[config.mk]
export PLATFORM = sky130hd
export DESIGN_NAME = tap_controller
export DESIGN_NICKNAME = d
export VERILOG_FILES = /design/src/rtl/tap_controller.sv
export SDC_FILE = /design/constraint.sdc
export NUM_CORES = 1
export LEC_CHECK = 0
export CORE_AREA = 3 3 40 42
export CTS_CLUSTER_SIZE = 16
export DETAILED_ROUTE_END_ITERATION = 10
export DIE_AREA = 0 0 43 45
export HOLD_SLACK_MARGIN = 0.15
export PLACE_DENSITY = 0.7
export SKIP_CTS_REPAIR_TIMING = 1
export SYNTH_ARGS = -nofsm -noshare
export SYNTH_HDL_FRONTEND = slang
export SYNTH_SLANG_ARGS = --single-unit
[constraint.sdc]
create_clock -name TCK -period 2.4 [get_ports TCK]
set_input_delay 0.48 -clock TCK [delete_from_list [all_inputs] [get_ports TCK]]
set_output_delay 0.48 -clock TCK [all_outputs]
set_load 0.01 [all_outputs]
[src/rtl/tap_controller.sv]
// IEEE 1149.1 TAP controller: TMS-driven state machine plus the IR/DR shift,
// clock and update controls and the TDO path select/enable.
`timescale 1ns/1ps
module tap_controller (
  input  logic       TCK,
  input  logic       Reset,
  input  logic       TMS,
  output logic [3:0] State,
  output logic       TestReset,
  output logic       ShiftIR,
  output logic       ClockIR,
  output logic       UpdateIR,
  output logic       ShiftDR,
  output logic       ClockDR,
  output logic       UpdateDR,
  output logic       Select,
  output logic       Enable
);

  localparam int unsigned STATE_W = 4;

  typedef enum logic [STATE_W-1:0] {
    EX2DR = 4'h0, EX1DR = 4'h1, SHDR  = 4'h2, PAUDR = 4'h3,
    SELIR = 4'h4, UPDDR = 4'h5, CAPDR = 4'h6, SELDR = 4'h7,
    EX2IR = 4'h8, EX1IR = 4'h9, SHIR  = 4'hA, PAUIR = 4'hB,
    RTI   = 4'hC, UPDIR = 4'hD, CAPIR = 4'hE, TLR   = 4'hF
  } tap_state_e;

  tap_state_e state_q;
  tap_state_e state_d;

  logic test_reset_q;
  logic shift_ir_q;
  logic shift_dr_q;
  logic enable_q;
  logic select_q;
  logic clk_ir_en_q;
  logic clk_dr_en_q;
  logic upd_ir_en_q;
  logic upd_dr_en_q;

  // State register: TRST forces Test-Logic-Reset immediately.
  always_ff @(posedge TCK or posedge Reset) begin
    if (Reset) begin
      state_q <= TLR;
    end else begin
      state_q <= state_d;
    end
  end

  always_comb begin
    state_d = state_q;
    case (state_q)
      TLR:   state_d = TMS ? TLR   : RTI;
      RTI:   state_d = TMS ? SELDR : RTI;
      SELDR: state_d = TMS ? SELIR : CAPDR;
      SELIR: state_d = TMS ? TLR   : CAPIR;
      CAPDR: state_d = TMS ? EX1DR : SHDR;
      SHDR:  state_d = TMS ? EX1DR : SHDR;
      EX1DR: state_d = TMS ? UPDDR : PAUDR;
      PAUDR: state_d = TMS ? EX2DR : PAUDR;
      EX2DR: state_d = TMS ? UPDDR : SHDR;
      UPDDR: state_d = TMS ? SELDR : RTI;
      CAPIR: state_d = TMS ? EX1IR : SHIR;
      SHIR:  state_d = TMS ? EX1IR : SHIR;
      EX1IR: state_d = TMS ? UPDIR : PAUIR;
      PAUIR: state_d = TMS ? EX2IR : PAUIR;
      EX2IR: state_d = TMS ? UPDIR : SHIR;
      UPDIR: state_d = TMS ? SELDR : RTI;
      default: state_d = TLR;
    endcase
  end

  // Falling-edge controls; gating terms are settled here so the TCK-combined
  // outputs below cannot glitch.
  always_ff @(negedge TCK or posedge Reset) begin
    if (Reset) begin
      test_reset_q <= 1'b1;
      shift_ir_q   <= 1'b0;
      shift_dr_q   <= 1'b0;
      enable_q     <= 1'b0;
      select_q     <= 1'b1;
      clk_ir_en_q  <= 1'b0;
      clk_dr_en_q  <= 1'b0;
      upd_ir_en_q  <= 1'b0;
      upd_dr_en_q  <= 1'b0;
    end else begin
      test_reset_q <= (state_q == TLR);
      shift_ir_q   <= (state_q == SHIR);
      shift_dr_q   <= (state_q == SHDR);
      enable_q     <= (state_q == SHIR) || (state_q == SHDR);
      select_q     <= state_q[STATE_W-1];
      clk_ir_en_q  <= (state_q == CAPIR) || (state_q == SHIR);
      clk_dr_en_q  <= (state_q == CAPDR) || (state_q == SHDR);
      upd_ir_en_q  <= (state_q == UPDIR);
      upd_dr_en_q  <= (state_q == UPDDR);
    end
  end

  assign State     = state_q;
  assign TestReset = test_reset_q;
  assign ShiftIR   = shift_ir_q;
  assign ShiftDR   = shift_dr_q;
  assign Enable    = enable_q;
  assign Select    = select_q;

  // Capture/shift clocks rise with the TCK edge that leaves Capture/Shift.
  assign ClockIR  = TCK | ~clk_ir_en_q;
  assign ClockDR  = TCK | ~clk_dr_en_q;
  // Update strobes occupy the low phase of TCK in the Update states.
  assign UpdateIR = ~TCK & upd_ir_en_q;
  assign UpdateDR = ~TCK & upd_dr_en_q;

endmodule
# Yosys cells after proc, flatten, opt, wreduce, memory -nomap -nowiden
# Index checks and enable logic that the tools add are counted.
op_classes:
  order_cmp: 0
  div: 0
  eq_ne: 15
  n_addsub: 0
  shifts: 0
  bitwise: 7
  n_mul: 0
  mux: 13
  reduce_logical: 7
op_table:
  columns: ["operator", "n"]
  rows:
  - ["4-bit case mux with 12 select lines", 1]
  - ["4-bit == test, second input constant", 8]
  - ["4-bit by 3-bit == test with 1-bit output, second input constant", 4]
  - ["2-bit 2-to-1 mux", 6]
  - ["3-bit 2-to-1 mux", 4]
  - ["4-bit by 2-bit == test with 1-bit output, second input constant", 2]
  - ["4-bit by 1-bit == test with 1-bit output, second input constant", 1]
  - ["4-bit logical NOT", 1]
  - ["4-bit 2-to-1 mux", 1]
  - ["2-bit OR reduction", 2]
  - ["1-bit logical OR", 3]
  - ["1-bit inverter", 3]
  - ["3-bit OR reduction", 1]
  - ["1-bit bitwise AND", 2]
  - ["1-bit OR", 2]
  - ["1-bit 2-to-1 mux", 1]
totals:
  latchBits: 0
  romBits: 0
  input_bits: 3
  mem_count: 0
  register_bits: 13
  ram_bits: 0

# Longest topological paths before layout
# Gate-level depths: netlist of run 1.
logic_depth:
  ltp_word: 3
  depth_mapped: 4

==> results of run 1 <==
[stage by stage]
step | instances | setup slack (ns) | hold WS (ns)
after floorplan | 49 | 0.158 | 0.526
after global placement | 79 | -0.290 | 0.573
after detailed placement | 79 | -0.295 | 0.581
after CTS | 90 | -0.780 | 0.593
after global routing | 90 | -0.388 | 0.619
final | 90 | -0.345 | 0.590
[state kept, by name, summed over array words and instances (netlist names)]
name	flops
Enable	1
Select	1
ShiftDR	1
ShiftIR	1
State	4
TestReset	1
clk_dr_en_q	1
clk_ir_en_q	1
upd_dr_en_q	1
upd_ir_en_q	1
[cells by family after synthesis]
group | Yosys count | share of synthesized area [%]
compound gates | 7 | 9.57
simple gates | 23 | 23.7
flops | 13 | 60.6
buf+inv | 6 | 6.15
[synthesized netlist by cell type, drive strengths merged]
cell    number
a21boi       1
a22o         1
buf          3
dfrtn        7
dfstp        6
inv          3
nand2        7
nand2b       1
nand3        1
nand4        1
nor2         6
nor2b        3
nor3         2
nor3b        1
nor4bb       1
o211ai       1
o21ai        4
[final cells by class]
class                           instances  area (µm²)
Fill cell                             122         532
Sequential cell                        13         333
Multi-Input combinational cell         30         183
Timing Repair Buffer                   14         120
Clock buffer                           12        76.3
Tap cell                               15        18.8
Clock inverter                          4        15.0
Inverter                                2        7.51
[final timing paths]
check	startpoint	depth (start not counted)	slack [ns]	to
min	State[2]$_DFF_PP1_	2	0.59	State[2]$_DFF_PP1_
max	TestReset$_DFF_NP1_	1	-0.35	TestReset
max in group asynchronous	Reset	3	0.74	clk_dr_en_q$_DFF_NP0_
min in group asynchronous	Reset	3	0.60	State[3]$_DFF_PP1_
max reg2reg	State[3]$_DFF_PP1_	2	0.25	upd_ir_en_q$_DFF_NP0_
min reg2reg	State[2]$_DFF_PP1_	2	0.59	State[2]$_DFF_PP1_
[layout by cell type (no fill, tap or decap), drive strengths merged]
cell / synthesis / layout
inv: 3 / 6
nor3: 2 / 2
nand3: 1 / 1
clkbuf: 0 / 10
a21boi: 1 / 1
nor4bb: 1 / 1
dfstp: 6 / 6
nor2b: 3 / 3
dfrtn: 7 / 7
nand2b: 1 / 1
nor2: 6 / 6
nand4: 1 / 1
a22o: 1 / 1
o21ai: 4 / 4
nor3b: 1 / 1
o211ai: 1 / 1
nand2: 7 / 7
buf: 3 / 10
clkdlybuf4s50: 0 / 6
[routing by layer]
layer  global-route usage [%]  vias to the layer above  routed length, µm  share of wire (%)
li1                         -                      211                  -                  -
met3                     12.7                        4                113                 12
met5                        0                        -                  0                  0
met1                     13.2                      191                410                 42
met2                     15.0                       17                437                 45
met4                     15.7                        0                 19                1.9
[where the power goes]
| group | switching [mW] | internal (mW) |
|---|---|---|
| logic | 0.146 | 0.168 |
| registers | 0.0942 | 0.334 |
| clock network | 0.139 | 0.164 |
| total | 0.379 | 0.666 |
==> impl_metrics.py, run 1 <==
metrics = {
    "status": {
        "status": "finished with violations",
        "violations": "negative setup slack",
    },
    "global_routing": {
        "grt_start_max_net_pins": 12,
        "overflow": 0,
        "grt_antenna_before_repair": 0,
        "grt_pass1_vias": 462,
        "grtUsageTotal_pct": 13.6,
        "grt_pass1_wl_um": 1680,
    },
    "floorplan": {
        "initial_utilization_pct": 42.7,
        "fp.coreArea_mm2": 0.00128,
        "row_count": 13,
        "io_pins": 16,
        "dieHeight_um": 45,
        "die_w_um": 43,
        "die_area_mm2": 0.00194,
    },
    "layout": {
        "antenna-diode-count": 0,
        "syn2layout_area_growth_pct": 37.1,
        "final_area_um2": 753,
        "final_util_pct": 58.6,
        "final_nets": 79,
        "drive_above_1_share_pct": 42.7,
    },
    "synthesis": {
        "yosys.area.top_type": "dfrtn_1",
        "synth_cells": 49,
        "syn_area_per_cell_um2": 11.2,
        "synthesis.nets": 52,
        "netlist.area_leader.share_pct": 31.9,
        "syn_area_um2": 549,
        "synth_area_leaders": "dfrtn_1 (32%), dfstp_2 (29%), buf_4 (4.1%), nand2_1 (4.1%), nor2_1 (4.1%)",
        "yosysWarningCount": 0,
        "yosysUniqueCellTypes": 21,
        "ys_seq_area_share_pct": 60.6,
        "ys_ff_latch": 13,
    },
    "clocking": {
        "clk_pin_slew_ns": 0.09,
        "tritoncts": "built",
        "insertion_delay_ns": 0.46,
    },
    "timing": {
        "setup_ws_ns": -0.345,
        "drv_slew": 0,
        "slew_headroom_pct": 85.0,
        "finClkSkew_ns": 0.0647,
        "fin_tns_setup_ns": -2.35,
        "rsz0062_at_grt": "yes",
        "worstMarginPinSlew_ns": 0.221,
        "timing.final.hold_violations": 0,
        "setup_viol": 13,
    },
    "detailed_routing": {
        "drt_first_pass_iters": 2,
        "ant_nets": 0,
        "vias": 423,
        "route.detailed.drc": 0,
        "viasPerCell": 4.70,
        "drt_iter0_drc": 9,
        "wire_per_inst_um": 10.9,
        "postRouteWirelength_um": 980,
    },
    "placement": {
        "gp_congestion": 0.746,
        "place_area_um2": 718,
        "post-dp-hpwl_um": 661,
        "io_buffers": 15,
    },
    "critical_path": {
        "crit_path_end_kind": "output port",
        "critPathKind": "reg2out",
        "max_stage_delay_ns": 0.51,
        "slowest_stage": "dfstp_2",
        "cp_data_arrival_time_ns": 2.27,
        "critPathLaunchType": "flop",
        "path_delay_family": "flip-flops",
        "path_max_fanout": 1,
        "crit_chain": "buf_6",
        "critPathBufInv": 1,
        "crit_required_ns": 1.92,
    },
    "power": {
        "p_leak_nw": 0.370,
        "p_total_mw": 1.04,
        "vdd_ir_drop_max_mv": 0.721,
        "powerDensity_mw_per_mm2": 1390,
    },
    "hold_path": {
        "hold_class": "reg2reg",
    },
    "flow_run": {
        "drv_cap": 0,
    },
}
No activity file was read; power rests on OpenSTA's default activity.
==> inputs of run 2 (changes only) <==
--- a/config.mk
+++ b/config.mk
@@ -9,7 +9,8 @@
 export CTS_CLUSTER_SIZE = 16
 export DETAILED_ROUTE_END_ITERATION = 10
 export DIE_AREA = 0 0 43 45
-export HOLD_SLACK_MARGIN = 0.15
+export GPL_ROUTABILITY_DRIVEN = 1
+export HOLD_SLACK_MARGIN = 0.1
 export PLACE_DENSITY = 0.7
 export SKIP_CTS_REPAIR_TIMING = 1
 export SYNTH_ARGS = -nofsm -noshare
==> results of run 2 <==
No change in the layout: final DEF, timing and power equal those of run 1.
